### config.mk
export PLATFORM = sky130hd
export DESIGN_NAME = mc_ctrl
export DESIGN_NICKNAME = d
export VERILOG_FILES = /design/src/rtl/mips_defs_pkg.sv /design/src/rtl/md_busy_timer.sv /design/src/rtl/mc_ctrl.sv
export SDC_FILE = /design/constraint.sdc
export NUM_CORES = 1
export LEC_CHECK = 0
export CAP_MARGIN = 0
export CORE_AREA = 5 5 65 67
export CTS_CLUSTER_DIAMETER = 50
export DETAILED_ROUTE_END_ITERATION = 7
export DIE_AREA = 0 0 70 72
export GPL_TIMING_DRIVEN = 0
export PLACE_DENSITY = 0.74
export SLEW_MARGIN = 20
export SYNTH_ARGS = -nofsm -noshare
export SYNTH_HDL_FRONTEND = slang
export SYNTH_SLANG_ARGS = --single-unit
### constraint.sdc
create_clock -name clk -period 3.8 [get_ports clk]
set_input_delay 0.76 -clock clk [delete_from_list [all_inputs] [get_ports clk]]
set_output_delay 0.76 -clock clk [all_outputs]
set_load 0.005 [all_outputs]
### src/rtl/mips_defs_pkg.sv
// Shared MIPS decode constants, controller state encoding and datapath mux-select encodings.
// The TRAP state and its encoding only exist when ILLEGAL_TRAP_EN is defined.
package mips_defs_pkg;

   localparam logic [5:0] OP_RTYPE = 6'b000000;
   localparam logic [5:0] OP_J     = 6'b000010;
   localparam logic [5:0] OP_JAL   = 6'b000011;
   localparam logic [5:0] OP_BEQ   = 6'b000100;
   localparam logic [5:0] OP_BNE   = 6'b000101;
   localparam logic [5:0] OP_ORI   = 6'b001101;
   localparam logic [5:0] OP_LUI   = 6'b001111;
   localparam logic [5:0] OP_LW    = 6'b100011;
   localparam logic [5:0] OP_SW    = 6'b101011;

   localparam logic [5:0] FN_JR    = 6'b001000;
   localparam logic [5:0] FN_JALR  = 6'b001001;
   localparam logic [5:0] FN_MFHI  = 6'b010000;
   localparam logic [5:0] FN_MFLO  = 6'b010010;
   localparam logic [5:0] FN_MULT  = 6'b011000;
   localparam logic [5:0] FN_MULTU = 6'b011001;
   localparam logic [5:0] FN_DIV   = 6'b011010;
   localparam logic [5:0] FN_DIVU  = 6'b011011;
   localparam logic [5:0] FN_ADDU  = 6'b100001;
   localparam logic [5:0] FN_SUBU  = 6'b100011;
   localparam logic [5:0] FN_AND   = 6'b100100;
   localparam logic [5:0] FN_OR    = 6'b100101;
   localparam logic [5:0] FN_SLT   = 6'b101010;

   localparam logic [2:0] REGDST_RD = 3'b000;
   localparam logic [2:0] REGDST_RT = 3'b001;
   localparam logic [2:0] REGDST_RA = 3'b010;

   localparam logic [2:0] NPC_PC4    = 3'b000;
   localparam logic [2:0] NPC_BRANCH = 3'b001;
   localparam logic [2:0] NPC_JAL    = 3'b010;
   localparam logic [2:0] NPC_JR     = 3'b011;
   localparam logic [2:0] NPC_J      = 3'b100;

   localparam logic [2:0] M2R_ALU = 3'b000;
   localparam logic [2:0] M2R_DM  = 3'b001;
   localparam logic [2:0] M2R_PC4 = 3'b010;
   localparam logic [2:0] M2R_HI  = 3'b011;
   localparam logic [2:0] M2R_LO  = 3'b100;

   localparam logic [2:0] ALUSRC_RT  = 3'b000;
   localparam logic [2:0] ALUSRC_IMM = 3'b001;

   localparam logic [1:0] EXT_ZERO = 2'b00;
   localparam logic [1:0] EXT_SIGN = 2'b01;
   localparam logic [1:0] EXT_LUI  = 2'b10;

   localparam logic [2:0] ALU_ADD = 3'b000;
   localparam logic [2:0] ALU_SUB = 3'b001;
   localparam logic [2:0] ALU_OR  = 3'b010;
   localparam logic [2:0] ALU_AND = 3'b011;
   localparam logic [2:0] ALU_SLT = 3'b100;

   typedef enum logic [2:0] {
      ST_FETCH  = 3'd0,
      ST_DECODE = 3'd1,
      ST_EXEC   = 3'd2,
      ST_MEM    = 3'd3,
      ST_WB     = 3'd4,
      ST_MDWAIT = 3'd5
`ifdef ILLEGAL_TRAP_EN
      , ST_TRAP = 3'd6
`endif
   } state_t;

   typedef enum logic [3:0] {
      C_ALU, C_LW, C_SW, C_BEQ, C_BNE, C_J, C_JAL, C_JR, C_JALR, C_MULT, C_DIV, C_ILLEGAL
   } iclass_t;

   // mfhi/mflo ride the ALU path: they only differ in the write-back source.
   function automatic iclass_t decode_class(input logic [5:0] op, input logic [5:0] fn);
      iclass_t c;
      c = C_ILLEGAL;
      case (op)
         OP_RTYPE: begin
            case (fn)
               FN_ADDU, FN_SUBU, FN_AND, FN_OR, FN_SLT, FN_MFHI, FN_MFLO: c = C_ALU;
               FN_JR:             c = C_JR;
               FN_JALR:           c = C_JALR;
               FN_MULT, FN_MULTU: c = C_MULT;
               FN_DIV, FN_DIVU:   c = C_DIV;
               default:           c = C_ILLEGAL;
            endcase
         end
         OP_ORI, OP_LUI: c = C_ALU;
         OP_LW:          c = C_LW;
         OP_SW:          c = C_SW;
         OP_BEQ:         c = C_BEQ;
         OP_BNE:         c = C_BNE;
         OP_J:           c = C_J;
         OP_JAL:         c = C_JAL;
         default:        c = C_ILLEGAL;
      endcase
      return c;
   endfunction

endpackage

### src/rtl/md_busy_timer.sv
// Down-counter that times the mult/div busy wait: load a cycle count, decrement, report zero.
module md_busy_timer #(
   parameter int W = 4
) (
   input  logic         clk,
   input  logic         reset,
   input  logic         load,
   input  logic [W-1:0] value,
   input  logic         dec,
   output logic         zero
);

   logic [W-1:0] r_count;

   always_ff @(posedge clk) begin
      if (!reset) begin
         r_count <= '0;
      end else if (load) begin
         r_count <= value;
      end else if (dec && (r_count != '0)) begin
         r_count <= r_count - W'(1);
      end
   end

   assign zero = (r_count == '0);

endmodule

### src/rtl/mc_ctrl.sv
// Multi-cycle MIPS controller: decodes the IR and sequences FETCH/DECODE/EXEC/MEM/WB/MDWAIT.
// Define ILLEGAL_TRAP_EN to trap on unrecognised instructions (adds the trap port and TRAP state).
module mc_ctrl
   import mips_defs_pkg::*;
#(
   parameter int MULT_CYCLES = 5,
   parameter int DIV_CYCLES  = 10,
   parameter int CNT_W       = 4
) (
   input  logic        clk,
   input  logic        reset,
   input  logic [31:0] instr,
   input  logic        zero,
   input  logic        mem_ready,
   output logic        pc_we,
   output logic        ir_we,
   output logic        reg_write,
   output logic        mem_write,
   output logic [2:0]  RegDst,
   output logic [2:0]  NPCop,
   output logic [2:0]  MemToReg,
   output logic [2:0]  ALUSrc,
   output logic [1:0]  Extop,
   output logic [2:0]  ALUop,
   output logic        md_start,
   output logic        md_busy,
   output logic        instr_done,
   output logic [2:0]  state
`ifdef ILLEGAL_TRAP_EN
   ,
   output logic        trap
`endif
);

   state_t           r_state, w_next;
   iclass_t          w_class;
   logic [5:0]       w_op, w_fn;
   logic             w_load, w_dec, w_cntZero;
   logic [CNT_W-1:0] w_loadVal;
   logic             w_pcWe, w_irWe, w_regWrite, w_memWrite, w_mdStart, w_mdBusy, w_done;
   logic             w_unused;

   assign w_op     = instr[31:26];
   assign w_fn     = instr[5:0];
   assign w_class  = decode_class(w_op, w_fn);
   assign w_unused = ^instr[25:6];

   always_comb begin
      RegDst   = REGDST_RD;
      NPCop    = NPC_PC4;
      MemToReg = M2R_ALU;
      ALUSrc   = ALUSRC_RT;
      Extop    = EXT_ZERO;
      ALUop    = ALU_ADD;
      case (w_class)
         C_ALU: begin
            if (w_op == OP_ORI) begin
               RegDst = REGDST_RT; ALUSrc = ALUSRC_IMM; Extop = EXT_ZERO; ALUop = ALU_OR;
            end else if (w_op == OP_LUI) begin
               RegDst = REGDST_RT; ALUSrc = ALUSRC_IMM; Extop = EXT_LUI;
            end else begin
               case (w_fn)
                  FN_SUBU: ALUop = ALU_SUB;
                  FN_AND:  ALUop = ALU_AND;
                  FN_OR:   ALUop = ALU_OR;
                  FN_SLT:  ALUop = ALU_SLT;
                  FN_MFHI: MemToReg = M2R_HI;
                  FN_MFLO: MemToReg = M2R_LO;
                  default: ALUop = ALU_ADD;
               endcase
            end
         end
         C_LW:         begin RegDst = REGDST_RT; MemToReg = M2R_DM; ALUSrc = ALUSRC_IMM; Extop = EXT_SIGN; end
         C_SW:         begin ALUSrc = ALUSRC_IMM; Extop = EXT_SIGN; end
         C_BEQ, C_BNE: begin NPCop = NPC_BRANCH; Extop = EXT_SIGN; ALUop = ALU_SUB; end
         C_J:          NPCop = NPC_J;
         C_JAL:        begin NPCop = NPC_JAL; RegDst = REGDST_RA; MemToReg = M2R_PC4; end
         C_JR:         NPCop = NPC_JR;
         C_JALR:       begin NPCop = NPC_JR; MemToReg = M2R_PC4; end
         default:      ;
      endcase
      // FETCH always advances the PC sequentially, whatever the stale IR says.
      if (r_state == ST_FETCH) NPCop = NPC_PC4;
   end

   always_ff @(posedge clk) begin
      if (!reset) r_state <= ST_FETCH;
      else        r_state <= w_next;
   end

   always_comb begin
      w_next     = r_state;
      w_pcWe     = 1'b0;
      w_irWe     = 1'b0;
      w_regWrite = 1'b0;
      w_memWrite = 1'b0;
      w_mdStart  = 1'b0;
      w_mdBusy   = 1'b0;
      w_done     = 1'b0;
      w_load     = 1'b0;
      w_loadVal  = '0;
      w_dec      = 1'b0;
      case (r_state)
         ST_FETCH: begin
            w_irWe = 1'b1; w_pcWe = 1'b1; w_next = ST_DECODE;
         end
         ST_DECODE: begin
            case (w_class)
               C_J, C_JR:     begin w_pcWe = 1'b1; w_done = 1'b1; w_next = ST_FETCH; end
               C_JAL, C_JALR: begin w_pcWe = 1'b1; w_regWrite = 1'b1; w_done = 1'b1; w_next = ST_FETCH; end
               default:       w_next = ST_EXEC;
            endcase
         end
         ST_EXEC: begin
            case (w_class)
               C_ALU:      w_next = ST_WB;
               C_LW, C_SW: w_next = ST_MEM;
               C_BEQ:      begin w_pcWe = zero;  w_done = 1'b1; w_next = ST_FETCH; end
               C_BNE:      begin w_pcWe = ~zero; w_done = 1'b1; w_next = ST_FETCH; end
               C_MULT: begin
                  w_mdStart = 1'b1; w_load = 1'b1; w_loadVal = CNT_W'(MULT_CYCLES - 1); w_next = ST_MDWAIT;
               end
               C_DIV: begin
                  w_mdStart = 1'b1; w_load = 1'b1; w_loadVal = CNT_W'(DIV_CYCLES - 1); w_next = ST_MDWAIT;
               end
`ifdef ILLEGAL_TRAP_EN
               default:    w_next = ST_TRAP;
`else
               default:    begin w_done = 1'b1; w_next = ST_FETCH; end
`endif
            endcase
         end
         ST_MEM: begin
            if (mem_ready) begin
               if (w_class == C_SW) begin
                  w_memWrite = 1'b1; w_done = 1'b1; w_next = ST_FETCH;
               end else begin
                  w_next = ST_WB;
               end
            end
         end
         ST_WB: begin
            w_regWrite = 1'b1; w_done = 1'b1; w_next = ST_FETCH;
         end
         ST_MDWAIT: begin
            w_mdBusy = 1'b1;
            if (w_cntZero) begin
               w_done = 1'b1; w_next = ST_FETCH;
            end else begin
               w_dec = 1'b1;
            end
         end
`ifdef ILLEGAL_TRAP_EN
         ST_TRAP: w_next = ST_TRAP;
`endif
         default: w_next = ST_FETCH;
      endcase
   end

   md_busy_timer #(.W(CNT_W)) u_timer (
      .clk   (clk),
      .reset (reset),
      .load  (w_load),
      .value (w_loadVal),
      .dec   (w_dec),
      .zero  (w_cntZero)
   );

`ifdef ILLEGAL_TRAP_EN
   logic r_trap;
   always_ff @(posedge clk) begin
      if (!reset)                                          r_trap <= 1'b0;
      else if ((r_state == ST_EXEC) && (w_class == C_ILLEGAL)) r_trap <= 1'b1;
   end
   assign trap = r_trap;
`endif

   // Reset masks every enable and pulse, independent of where the FSM happens to be.
   assign pc_we      = w_pcWe & reset;
   assign ir_we      = w_irWe & reset;
   assign reg_write  = w_regWrite & reset;
   assign mem_write  = w_memWrite & reset;
   assign md_start   = w_mdStart & reset;
   assign md_busy    = w_mdBusy & reset;
   assign instr_done = w_done & reset;
   assign state      = r_state;

endmodule

==> qor.txt <==
Worst R2R Path Depth = 7
TritonCTS clock tree = yes
kind of cell with the highest combined delay on the critical path = buffers and inverters
Worst path max stage delay = 0.55 ns
P_leak = 0.754 nW
HP Class = flip-flop to flip-flop
reg2reg setup slack = 1.66 ns
worst hold slack across all endpoints = 0.524 ns
logic depth of the worst path, buffers included = 9
die area = 5040 sq um
leading cell types by count after synthesis = sky130_fd_sc_hd__nor2_1, sky130_fd_sc_hd__nand2_1, sky130_fd_sc_hd__inv_1
total via count in the routed design = 1644
Power Dens Cells = 152 nW/um^2
sum of overflow across all layers after global routing = 0
fraction of power consumed by combinational cells = 0.496
standard cell area after detailed placement = 1710 sq um
routed vias/inst = 5.61
endpoint class of the critical path = output pin
Critical Path Slowest Stage Cell = sky130_fd_sc_hd__clkdlybuf4s50_1
max-slew violations = 0
Die Height = 72 um
number of sinks handled by clock tree synthesis = 7
routing usage on met2 = 0.270
Worst EP required = 3.04 ns
total net switching power = 0.120 mW
IO buf count = 32
total count of hold-check failures in the final report = 0
Post-layout nets = 284
asr flop ratio synth = 0
number of distinct library cells after synthesis = 63
post-route DRC violation count = 0
Max Fclk = 267 MHz
final setup violation count = 0
core outline area = 3580 sq um
Global Route Usage Sum = 0.167
clock slew at reported path FFs = 0.05 ns
maximum resistive drop on vdd = 0.000141 V
Worst setup endpoint = MemToReg[2]
Post-Place Cells = 280
gate count after technology mapping = 198
number of ports placed on the die boundary = 63
maximum fanout count along the critical path = 4
Non-Filler Cell Area, Final = 1970 sq um
largest net degree at the start of global routing = 11
largest area contributor in the synthesized netlist = sky130_fd_sc_hd__dfxtp_1
run status = complete, no violations
Layout Cells excl Fill = 293
nature of the critical path startpoint = primary input
CTS H-tree lvls = 1
violation count after the first detailed-routing iteration = 93
effective utilization at floorplan = 0.369
number of buffers between clock root and the deepest sink = 2
period utilisation layout = 0.986
layout cells sized above 1 = 0.265
routability-driven placement congestion ratio = 0.925
number of maximum-capacitance constraint violations = 0
cell with the most instances after synthesis = sky130_fd_sc_hd__nor2_1
Antenna Diode Count = 0
routed wire length per instance = 14.9 um
Worst Clk Skew = 0.00236 ns
register area share after synthesis = 0.106
count of flip-flops with a built-in enable after synthesis = 0
average cell area after synthesis = 6.67 sq um
wire length of the first global-routing pass = 7130 um
CTS Root Cell = sky130_fd_sc_hd__clkbuf_4
kind of critical path = primary input to output pin
worst reg2reg path startpoint = state[1]
total internal power = 0.181 mW
endpoint of the worst-slack reg-to-reg timing path = u_timer.r_count[3]
Post-DRT Antenna Nets = 0
met3 demand-to-capacity share in global routing = 0.0263
met1 Usage GRT = 0.231
area added between synthesis and finish = 49.2%
critical path, cell by cell = clkdlybuf4s15_2 > and2b_1 > xnor2_1 > o311a_1 > a211oi_4 > and3_4 > nand2_2 > nor3b_1 > clkdlybuf4s50_1
share of the synthesized area in the top cell type = 0.106
sum of routed wire length over all layers = 4370 um
Worst Tran Pin Value = 0.536 ns
via count of the first global-routing pass = 1495
flops & latches, synth = 7
first-pass iteration count of the detailed router = 4
detailed placer's ending HPWL = 3040 um
clock insertion delay at the later pin of the skew report = 0.26 ns
top area cells in the synthesized netlist = sky130_fd_sc_hd__dfxtp_1, sky130_fd_sc_hd__nor2_1, sky130_fd_sc_hd__nand2_1, sky130_fd_sc_hd__a21oi_1, sky130_fd_sc_hd__nor3_1
cell row count = 22
Max-slew headroom = 0.642
fillers = 347
switching power as a share of total power = 0.398
total CTS buffers = 3
predominant post-synthesis flop cell = sky130_fd_sc_hd__dfxtp_1
Warnings, synthesis = 0
antenna violations before repair = 0
critical path data arrival time = 2.99 ns
crit path launch = instr[29]
portion of total power attributed to sequential cells = 0.266
total standard cell area after synthesis = 1320 sq um
final critical delay including setup and external delays = 3.75 ns
die extent in x = 70 um
WP buf/inv = 2
gr busiest metal = met2
Clock Power Share = 0.239
## kinds of logic (layout without fill, tap and decap cells)
kind of cell / count (synthesis) / count (layout) / synth area share
XOR/XNOR: 4 / 4 / 0.0265
multiplexers: 1 / 1 / 0.00758
adder cells (fa/ha/maj): 2 / 2 / 0.0189
flip-flops: 7 / 7 / 0.106
AND/OR/NAND/NOR: 105 / 105 / 0.451
other: 1 / 3 / 0.00284
buffers and inverters: 28 / 73 / 0.101
AO/OA/AOI/OAI: 50 / 50 / 0.286
## stage by stage
stage	power, mW	TNS, ns	setup WS (ns)	util
after floorplan	0.165	0	0.507	-
after global placement	0.210	-8.04	-0.720	0.478
after detailed placement	0.210	-7.47	-0.676	0.478
after CTS	0.293	-0.0623	-0.0623	0.530
after global routing	0.322	-0.231	-0.0811	0.551
final	0.301	0	0.0539	0.551
## worst register-to-register path, cell delays in order (launching register included)
cell	delay, ns
sky130_fd_sc_hd__dfxtp_1	0.31
sky130_fd_sc_hd__clkbuf_1	0.19
sky130_fd_sc_hd__nor2b_1	0.30
sky130_fd_sc_hd__nand3_1	0.26
sky130_fd_sc_hd__or4_1	0.48
sky130_fd_sc_hd__nand2_1	0.09
sky130_fd_sc_hd__nor2_1	0.04
sky130_fd_sc_hd__o41a_1	0.36
## layout make-up
type,count,area [sq um],share of cell area
Clock buffer,4,26.3,0.0133
Sequential cell,7,140,0.0711
Timing Repair Buffer,41,382,0.194
Inverter,12,45.0,0.0228
Multi-Input combinational cell,165,1220,0.621
Buffer,16,95.1,0.0482
Tap cell,48,60.1,0.0305
## cells in the final DEF, fill, tap and decap left out, drive strengths merged, types with 3 or more instances in the layout
cell type / n
nor2b: 4
xnor2: 3
nand2b: 6
dlygate4sd2: 6
and3: 6
inv: 12
conb: 3
a31oi: 5
nand3: 4
a211o: 3
or3: 5
o21a: 4
buf: 21
clkdlybuf4s50: 19
nand4: 4
clkbuf: 13
dfxtp: 7
o21ai: 7
nand3b: 3
nor4: 7
nand2: 21
a211oi: 3
a21oi: 10
nor2: 23
nor3: 10
## worst min-delay path by stage
stage	startpoint	endpoint	slack, ns	cells after the start
final	u_timer.r_count[2]	u_timer.r_count[2]	0.52	2
after global routing	u_timer.r_count[2]	u_timer.r_count[2]	0.55	2
after CTS	u_timer.r_count[2]	u_timer.r_count[2]	0.52	2
after detailed placement	u_timer.r_count[2]	u_timer.r_count[2]	0.51	2
after global placement	u_timer.r_count[2]	u_timer.r_count[2]	0.51	2
after floorplan	u_timer.r_count[2]	u_timer.r_count[2]	0.49	2
## registers in the layout, summed over array words and instances (netlist names)
name / flops
u_timer.r_count: 4
state: 3
## power groups by stage
stage          Clock (mW)  Sequential (mW)  Combinational [mW]
6_report           0.0718           0.0799               0.149
4_1_cts            0.0730           0.0799               0.140
3_5_place_dp            0           0.0814               0.129
3_3_place_gp            0           0.0814               0.129
5_1_grt            0.0798           0.0805               0.162
2_1_floorplan           0           0.0811              0.0835
## what timing repair did
action / CTS / global route
hold buffers: 0 / 0
endpoints found under the setup margin: 15 / 13
buffers inserted: 4 / 5
cloned: 0 / 0
resized for setup: 50 / 22
pin swaps: 5 / 7
hold endpoints to repair: 0 / 0
## per-layer routing
layer	wire [um]	up-vias
met2	2000	63
met1	2030	759
li1	-	811
met4	101	0
met5	0	-
met3	235	11
(Power assumes the default switching activity.)
